[config.mk]
export PLATFORM = sky130hd
export DESIGN_NAME = alu_packet_ctrl
export DESIGN_NICKNAME = d
export VERILOG_FILES = /design/src/rtl/alu_packet_ctrl.sv
export SDC_FILE = /design/constraint.sdc
export NUM_CORES = 1
export LEC_CHECK = 0
export CORE_MARGIN = 4
export CORE_UTILIZATION = 56
export DETAILED_ROUTE_END_ITERATION = 10
export GPL_TIMING_DRIVEN = 0
export PLACE_DENSITY = 0.82
export SYNTH_ARGS = -nofsm -noshare
export SYNTH_HDL_FRONTEND = slang
export SYNTH_SLANG_ARGS = --single-unit
[constraint.sdc]
create_clock -name clk_i -period 3 [get_ports clk_i]
set_input_delay 0.6 -clock clk_i [delete_from_list [all_inputs] [get_ports clk_i]]
set_output_delay 0.6 -clock clk_i [all_outputs]
set_load 0.03 [all_outputs]
[src/rtl/alu_packet_ctrl.sv]
// Packet sequencer between the uart_rx and uart_tx byte streams: echo, accumulate or drain.
// Optional macro ALU_SUB_EN enables the OP_SUB (first operand minus later operands) command.
module alu_packet_ctrl #(
    parameter int unsigned OPW     = 32,
    parameter logic [7:0]  OP_ECHO = 8'hEC,
    parameter logic [7:0]  OP_ADD  = 8'h01,
    parameter logic [7:0]  OP_SUB  = 8'h02
) (
    input  logic       clk_i,
    input  logic       reset_i,
    input  logic [7:0] rx_tdata_i,
    input  logic       rx_tvalid_i,
    output logic       rx_tready_o,
    output logic [7:0] tx_tdata_o,
    output logic       tx_tvalid_o,
    input  logic       tx_tready_i,
    output logic       busy_o,
    output logic       err_o
);
    localparam int unsigned NB  = OPW / 8;
    localparam int unsigned NBW = (NB > 1) ? $clog2(NB) : 1;
    localparam logic [NBW-1:0] LAST = NBW'(NB - 1);

    typedef enum logic [2:0] {S_HDR, S_ECHO, S_ACC, S_RES, S_DRAIN} state_t;

    state_t         state;
    logic [1:0]     hdr_cnt;
    logic [7:0]     opcode;
    logic [7:0]     len_lsb;
    logic [15:0]    byte_cnt;
    logic [NBW-1:0] byte_idx;
    logic [OPW-1:0] acc;
    logic [OPW-1:0] opnd;
    logic           live;
    logic           tv_r;
    logic [7:0]     td_r;
    logic           err_r;
`ifdef ALU_SUB_EN
    logic           first;
`endif

    logic           echo;
    logic           rx_fire;
    logic           tx_fire;
    logic           is_alu;
    logic [15:0]    len;
    logic [15:0]    plen;
    logic [OPW-1:0] opnd_full;
    logic [OPW-1:0] acc_nxt;

    // Echo is a straight combinational path; every other state drives from registers.
    assign echo        = (state == S_ECHO);
    assign rx_tready_o = echo ? tx_tready_i
                              : (live && (state == S_HDR || state == S_ACC || state == S_DRAIN));
    assign tx_tvalid_o = echo ? rx_tvalid_i : tv_r;
    assign tx_tdata_o  = echo ? rx_tdata_i  : td_r;
    assign busy_o      = (state != S_HDR) || (hdr_cnt != 2'd0);
    assign err_o       = err_r;

    assign rx_fire = rx_tvalid_i && rx_tready_o;
    assign tx_fire = tx_tvalid_o && tx_tready_i;

    assign len  = {rx_tdata_i, len_lsb};
    assign plen = (len < 16'd4) ? 16'd0 : len - 16'd4;

    // Operand shifts in from the top, so after NB bytes the first byte sits in bits 7:0.
    assign opnd_full = (opnd >> 8) | (OPW'(rx_tdata_i) << (OPW - 8));

`ifdef ALU_SUB_EN
    assign is_alu = (opcode == OP_ADD) || (opcode == OP_SUB);

    always_comb begin
        acc_nxt = acc + opnd_full;
        if (opcode == OP_SUB) begin
            acc_nxt = first ? opnd_full : acc - opnd_full;
        end
    end
`else
    // OP_SUB is rejected explicitly so it always falls into the unknown-opcode path.
    assign is_alu  = (opcode == OP_ADD) && (opcode != OP_SUB);
    assign acc_nxt = acc + opnd_full;
`endif

    always_ff @(posedge clk_i) begin
        if (reset_i) begin
            state    <= S_HDR;
            hdr_cnt  <= '0;
            opcode   <= '0;
            len_lsb  <= '0;
            byte_cnt <= '0;
            byte_idx <= '0;
            acc      <= '0;
            opnd     <= '0;
            live     <= 1'b0;
            tv_r     <= 1'b0;
            td_r     <= '0;
            err_r    <= 1'b0;
`ifdef ALU_SUB_EN
            first    <= 1'b0;
`endif
        end else begin
            live  <= 1'b1;
            err_r <= 1'b0;
            case (state)
                S_HDR: begin
                    if (rx_fire) begin
                        hdr_cnt <= hdr_cnt + 2'd1;
                        case (hdr_cnt)
                            2'd0: opcode  <= rx_tdata_i;
                            2'd2: len_lsb <= rx_tdata_i;
                            2'd3: begin
                                byte_cnt <= plen;
                                byte_idx <= '0;
                                acc      <= '0;
`ifdef ALU_SUB_EN
                                first    <= 1'b1;
`endif
                                if (opcode == OP_ECHO) begin
                                    if (plen != 16'd0) state <= S_ECHO;
                                end else if (is_alu) begin
                                    if (plen == 16'd0) begin
                                        state <= S_RES;
                                        tv_r  <= 1'b1;
                                        td_r  <= '0;
                                    end else begin
                                        state <= S_ACC;
                                    end
                                end else begin
                                    err_r <= 1'b1;
                                    if (plen != 16'd0) state <= S_DRAIN;
                                end
                            end
                            default: ;
                        endcase
                    end
                end
                S_ECHO: begin
                    if (rx_fire) begin
                        byte_cnt <= byte_cnt - 16'd1;
                        if (byte_cnt == 16'd1) state <= S_HDR;
                    end
                end
                S_ACC: begin
                    if (rx_fire) begin
                        byte_cnt <= byte_cnt - 16'd1;
                        opnd     <= opnd_full;
                        if (byte_idx == LAST) begin
                            acc      <= acc_nxt;
                            byte_idx <= '0;
`ifdef ALU_SUB_EN
                            first    <= 1'b0;
`endif
                        end else begin
                            byte_idx <= byte_idx + NBW'(1);
                        end
                        // Last payload byte: present result byte 0 on the very next cycle.
                        if (byte_cnt == 16'd1) begin
                            state    <= S_RES;
                            tv_r     <= 1'b1;
                            byte_idx <= '0;
                            td_r     <= (byte_idx == LAST) ? acc_nxt[7:0] : acc[7:0];
                            if (byte_idx != LAST) err_r <= 1'b1;
                        end
                    end
                end
                S_RES: begin
                    if (tx_fire) begin
                        if (byte_idx == LAST) begin
                            state    <= S_HDR;
                            tv_r     <= 1'b0;
                            td_r     <= '0;
                            byte_idx <= '0;
                        end else begin
                            byte_idx <= byte_idx + NBW'(1);
                            td_r     <= 8'(acc >> {byte_idx + NBW'(1), 3'b000});
                        end
                    end
                end
                S_DRAIN: begin
                    if (rx_fire) begin
                        byte_cnt <= byte_cnt - 16'd1;
                        if (byte_cnt == 16'd1) state <= S_HDR;
                    end
                end
                default: state <= S_HDR;
            endcase
        end
    end
endmodule
==> results.sh <==
export IMPL_status="finished, final reports clean"
export IMPL_routedWlPerCell_um=19.1
export IMPL_grt_max_degree=16
export IMPL_grt_overflow_total=0
export IMPL_nFillCells=1043
export IMPL_slew_viol_final=0
export IMPL_cellLeakagePower_nw=3.21
export IMPL_diodes=0
export IMPL_antenna_found_initial=0
export IMPL_fp_dieH_um=120
export IMPL_stdcell_area_mm2=0.00802
export IMPL_syn_inst=916
export IMPL_cts_buffers=9
export IMPL_p_switching_mw=0.727
export IMPL_postPlaceCellArea_mm2=0.00746
export IMPL_detail_route_vias_per_cell=6.38
export IMPL_hold_path_class="reg2reg"
export IMPL_seqPwrFrac=0.492
export IMPL_start_kind="flip-flop"
export IMPL_synth_seq_area_share=0.302
export IMPL_fmax_mhz=340
export IMPL_gp_congestion=0.985
export IMPL_synth_ff_type="dfxtp_1"
export IMPL_wl_met2_mm=9.86
export IMPL_crit_arrival_ns=3.22
export IMPL_cts_buffer_depth=2
export IMPL_top_layer="met4"
export IMPL_cts_sinks=106
export IMPL_ioPinCount=24
export IMPL_pwr_share_comb=0.100
export IMPL_internal_power_mw=2.18
export IMPL_grt_first_pass_wirelength_mm=34.1
export IMPL_start_util=0.578
export IMPL_synth_seq_cells=106
export IMPL_max_vdd_ir_drop_v=0.000386
export IMPL_p_per_area_mw_per_mm2=363
export IMPL_fin_cells=1128
export IMPL_fin_crit_ns=2.94
export IMPL_syn2layout_area_growth_pct=14.0
export IMPL_ys_warn_count=0
export IMPL_track_usage=0.297
export IMPL_synthTopCellsByArea="dfxtp_1 (30%), a21oi_1 (7.5%), nand2_1 (7.1%)"
export IMPL_syn_area_mm2=0.00703
export IMPL_cp_end_kind="flip-flop"
export IMPL_synth_edf_count=0
export IMPL_clk_pin_slew_ns=0.07
export IMPL_io_buffers=22
export IMPL_critical_path_class="reg2reg"
export IMPL_fin_nets=1007
export IMPL_hold_viol=0
export IMPL_drive_gt1_frac=0.100
export IMPL_yosysTopAreaCellShare=0.302
export IMPL_cts_tree="built"
export IMPL_maxCapViolations=0
export IMPL_cp_slowest_cell="or4_4"
export IMPL_pwr_share_clk=0.408
export IMPL_crit_chain="ha_1, a21oi_1, o211a_1, or4_4, a21oi_4, o21ai_1, and4_1, or4_1, a31oi_1"
export IMPL_ant_nets=0
export IMPL_cpPeakStageDelay_ns=0.58
export IMPL_worstPathMaxFanout=5
export IMPL_dr_pass1_iters=6
export IMPL_drt_total_wl_mm=21.5
export IMPL_dpl_cell_count=1106
export IMPL_clkLatencyLatePin_ns=0.36
export IMPL_worst_pin_slew_ns=0.725
export IMPL_clock_skew_ns=0.0118
export IMPL_hpwl_mm=15.4
export IMPL_drtIter0Drc=829
export IMPL_yosysMostFrequentCell="nand2_1"
export IMPL_cts_root_buf="clkbuf_16"
export IMPL_crit_required_ns=3.28
export IMPL_synth_nets=967
export IMPL_period_share=0.981
export IMPL_core_area_mm2=0.0122
export IMPL_maxSlewHeadroom=0.517
export IMPL_fp_dieW_um=120
export IMPL_htree_levels=3
export IMPL_setup_viol_count_final=0
export IMPL_synth_async_reset_ratio=0
export IMPL_wl_met1_mm=8.83
export IMPL_first_global_vias=6658
export IMPL_swShare=0.250
export IMPL_synth_largest_area_cell="dfxtp_1"
export IMPL_post_synth_cell_area_avg_um2=7.68
export IMPL_fp_row_count=40
export IMPL_ys_types=72
export IMPL_drc=0
export IMPL_route_vias_total=7202
export IMPL_synth_top_cells_by_count="nand2_1 (133), dfxtp_1 (106), a21oi_1 (105), nor2_1 (89), o21ai_0 (58)"
export IMPL_die_area_mm2=0.0144
export IMPL_met3_length_mm=1.84
-- metrics by stage --
| step | hold WS, ns | setup TNS [ns] | power [mW] | util | worst slack, ns |
|---|---|---|---|---|---|
| global placement | 0.441 | -13.48 | 1.73 | 0.614 | -0.780 |
| CTS | 0.457 | -0.0202 | 2.90 | 0.648 | -0.0202 |
| global route | 0.481 | -0.0769 | 3.01 | 0.659 | -0.0319 |
| finish | 0.456 | 0 | 2.91 | 0.659 | 0.0583 |
| detailed placement | 0.446 | -13.92 | 1.73 | 0.614 | -0.813 |
| floorplan | 0.429 | 0 | 1.65 | - | 0.0831 |
-- state kept, by name, summed over array words and instances (netlist names) --
register and count:
opnd 24, live 1, td_r 8, len_lsb 8, tv_r 1, byte_cnt 16
acc 32, opcode 8, state 3, err_o 1, byte_idx 2, hdr_cnt 2
-- cell families (layout without fill, tap and decap cells) --
| family | Yosys count | after routing | share of synthesized area |
|---|---|---|---|
| XOR/XNOR | 30 | 30 | 0.0374 |
| adder cells (fa/ha/maj) | 39 | 39 | 0.0705 |
| AO/OA/AOI/OAI | 265 | 265 | 0.236 |
| AND/OR/NAND/NOR | 358 | 358 | 0.237 |
| flip-flops | 106 | 106 | 0.302 |
| buffers and inverters | 79 | 123 | 0.0459 |
| multiplexers | 39 | 39 | 0.0713 |
-- critical path, delay by kind of cell, from the launching register on --
family,cells,cell delay (ns)
flops,1,0.38
fa+ha+maj,1,0.30
compound gates,5,0.88
simple gates,3,1.31
-- layout by cell type (no fill, tap or decap), types with 4 or more instances in the layout --
master	Yosys	final
nand2_1	133	133
a21oi_1	105	103
dfxtp_1	106	102
nor2_1	89	88
o21ai_0	58	57
clkbuf_1	48	40
ha_1	38	35
nand3_1	33	33
mux2i_1	22	22
inv_1	23	21
nor3_1	23	21
xnor2_1	18	18
xor2_1	12	12
buf_4	0	11
nor4_1	11	10
a21o_1	10	10
mux2_2	9	9
nor2b_1	9	9
nand4_1	9	9
clkbuf_16	0	9
dlymetal6s2s_1	0	9
mux4_2	8	8
clkdlybuf4s50_1	0	8
and2_1	7	7
a22oi_1	7	7
a211oi_1	9	7
o21a_1	6	6
or3_1	7	6
and3_1	6	6
o21bai_1	6	6
buf_2	3	5
a211oi_2	3	5
a31oi_1	5	5
nand2b_1	5	5
a32oi_1	5	5
nor3b_1	4	4
clkbuf_2	0	4
buf_6	3	4
o31ai_1	5	4
a211o_1	4	4
-- cell type report --
type / instances / area (um2) / area share
plain buffers: 51 / 241 / 0.0301
well taps: 168 / 210 / 0.0262
repair buffers: 34 / 313 / 0.0390
flip-flops and latches: 106 / 2130 / 0.266
multi-input cells: 731 / 4750 / 0.593
inverters: 23 / 86.3 / 0.0108
clock buffers: 12 / 246 / 0.0307
clock inverters: 3 / 40.0 / 0.00499
-- layer usage --
layer  vias up  GRT usage
met3        71     0.0650
met1      3351      0.380
met4         0      0.128
met5         -          0
met2       372      0.483
li1       3408          -
-- power by group through the flow --
stage | combinational, mW | clock, mW | sequential (mW)
floorplan | 0.184 | 0 | 1.46
global placement | 0.266 | 0 | 1.46
detailed placement | 0.268 | 0 | 1.46
CTS | 0.278 | 1.19 | 1.43
global route | 0.315 | 1.26 | 1.43
finish | 0.291 | 1.19 | 1.43
-- worst paths after layout --
kind,start,to,slack [ns],depth (start not counted)
worst max-delay path,acc[1],acc[31],0.06,9
worst min-delay path,td_r[7],td_r[7],0.46,2
worst max register to register,acc[1],acc[31],0.06,9
worst min register to register,td_r[7],td_r[7],0.46,2
-- timing repair --
action / CTS / global route
buffers inserted: 5 / 6
cloned: 1 / 0
endpoints found under the setup margin: 36 / 52
endpoints found under the hold margin: 0 / 0
hold buffers: 0 / 0
gates resized for setup: 39 / 31
pin swaps: 10 / 8
No activity file was read; power rests on OpenSTA's default activity.
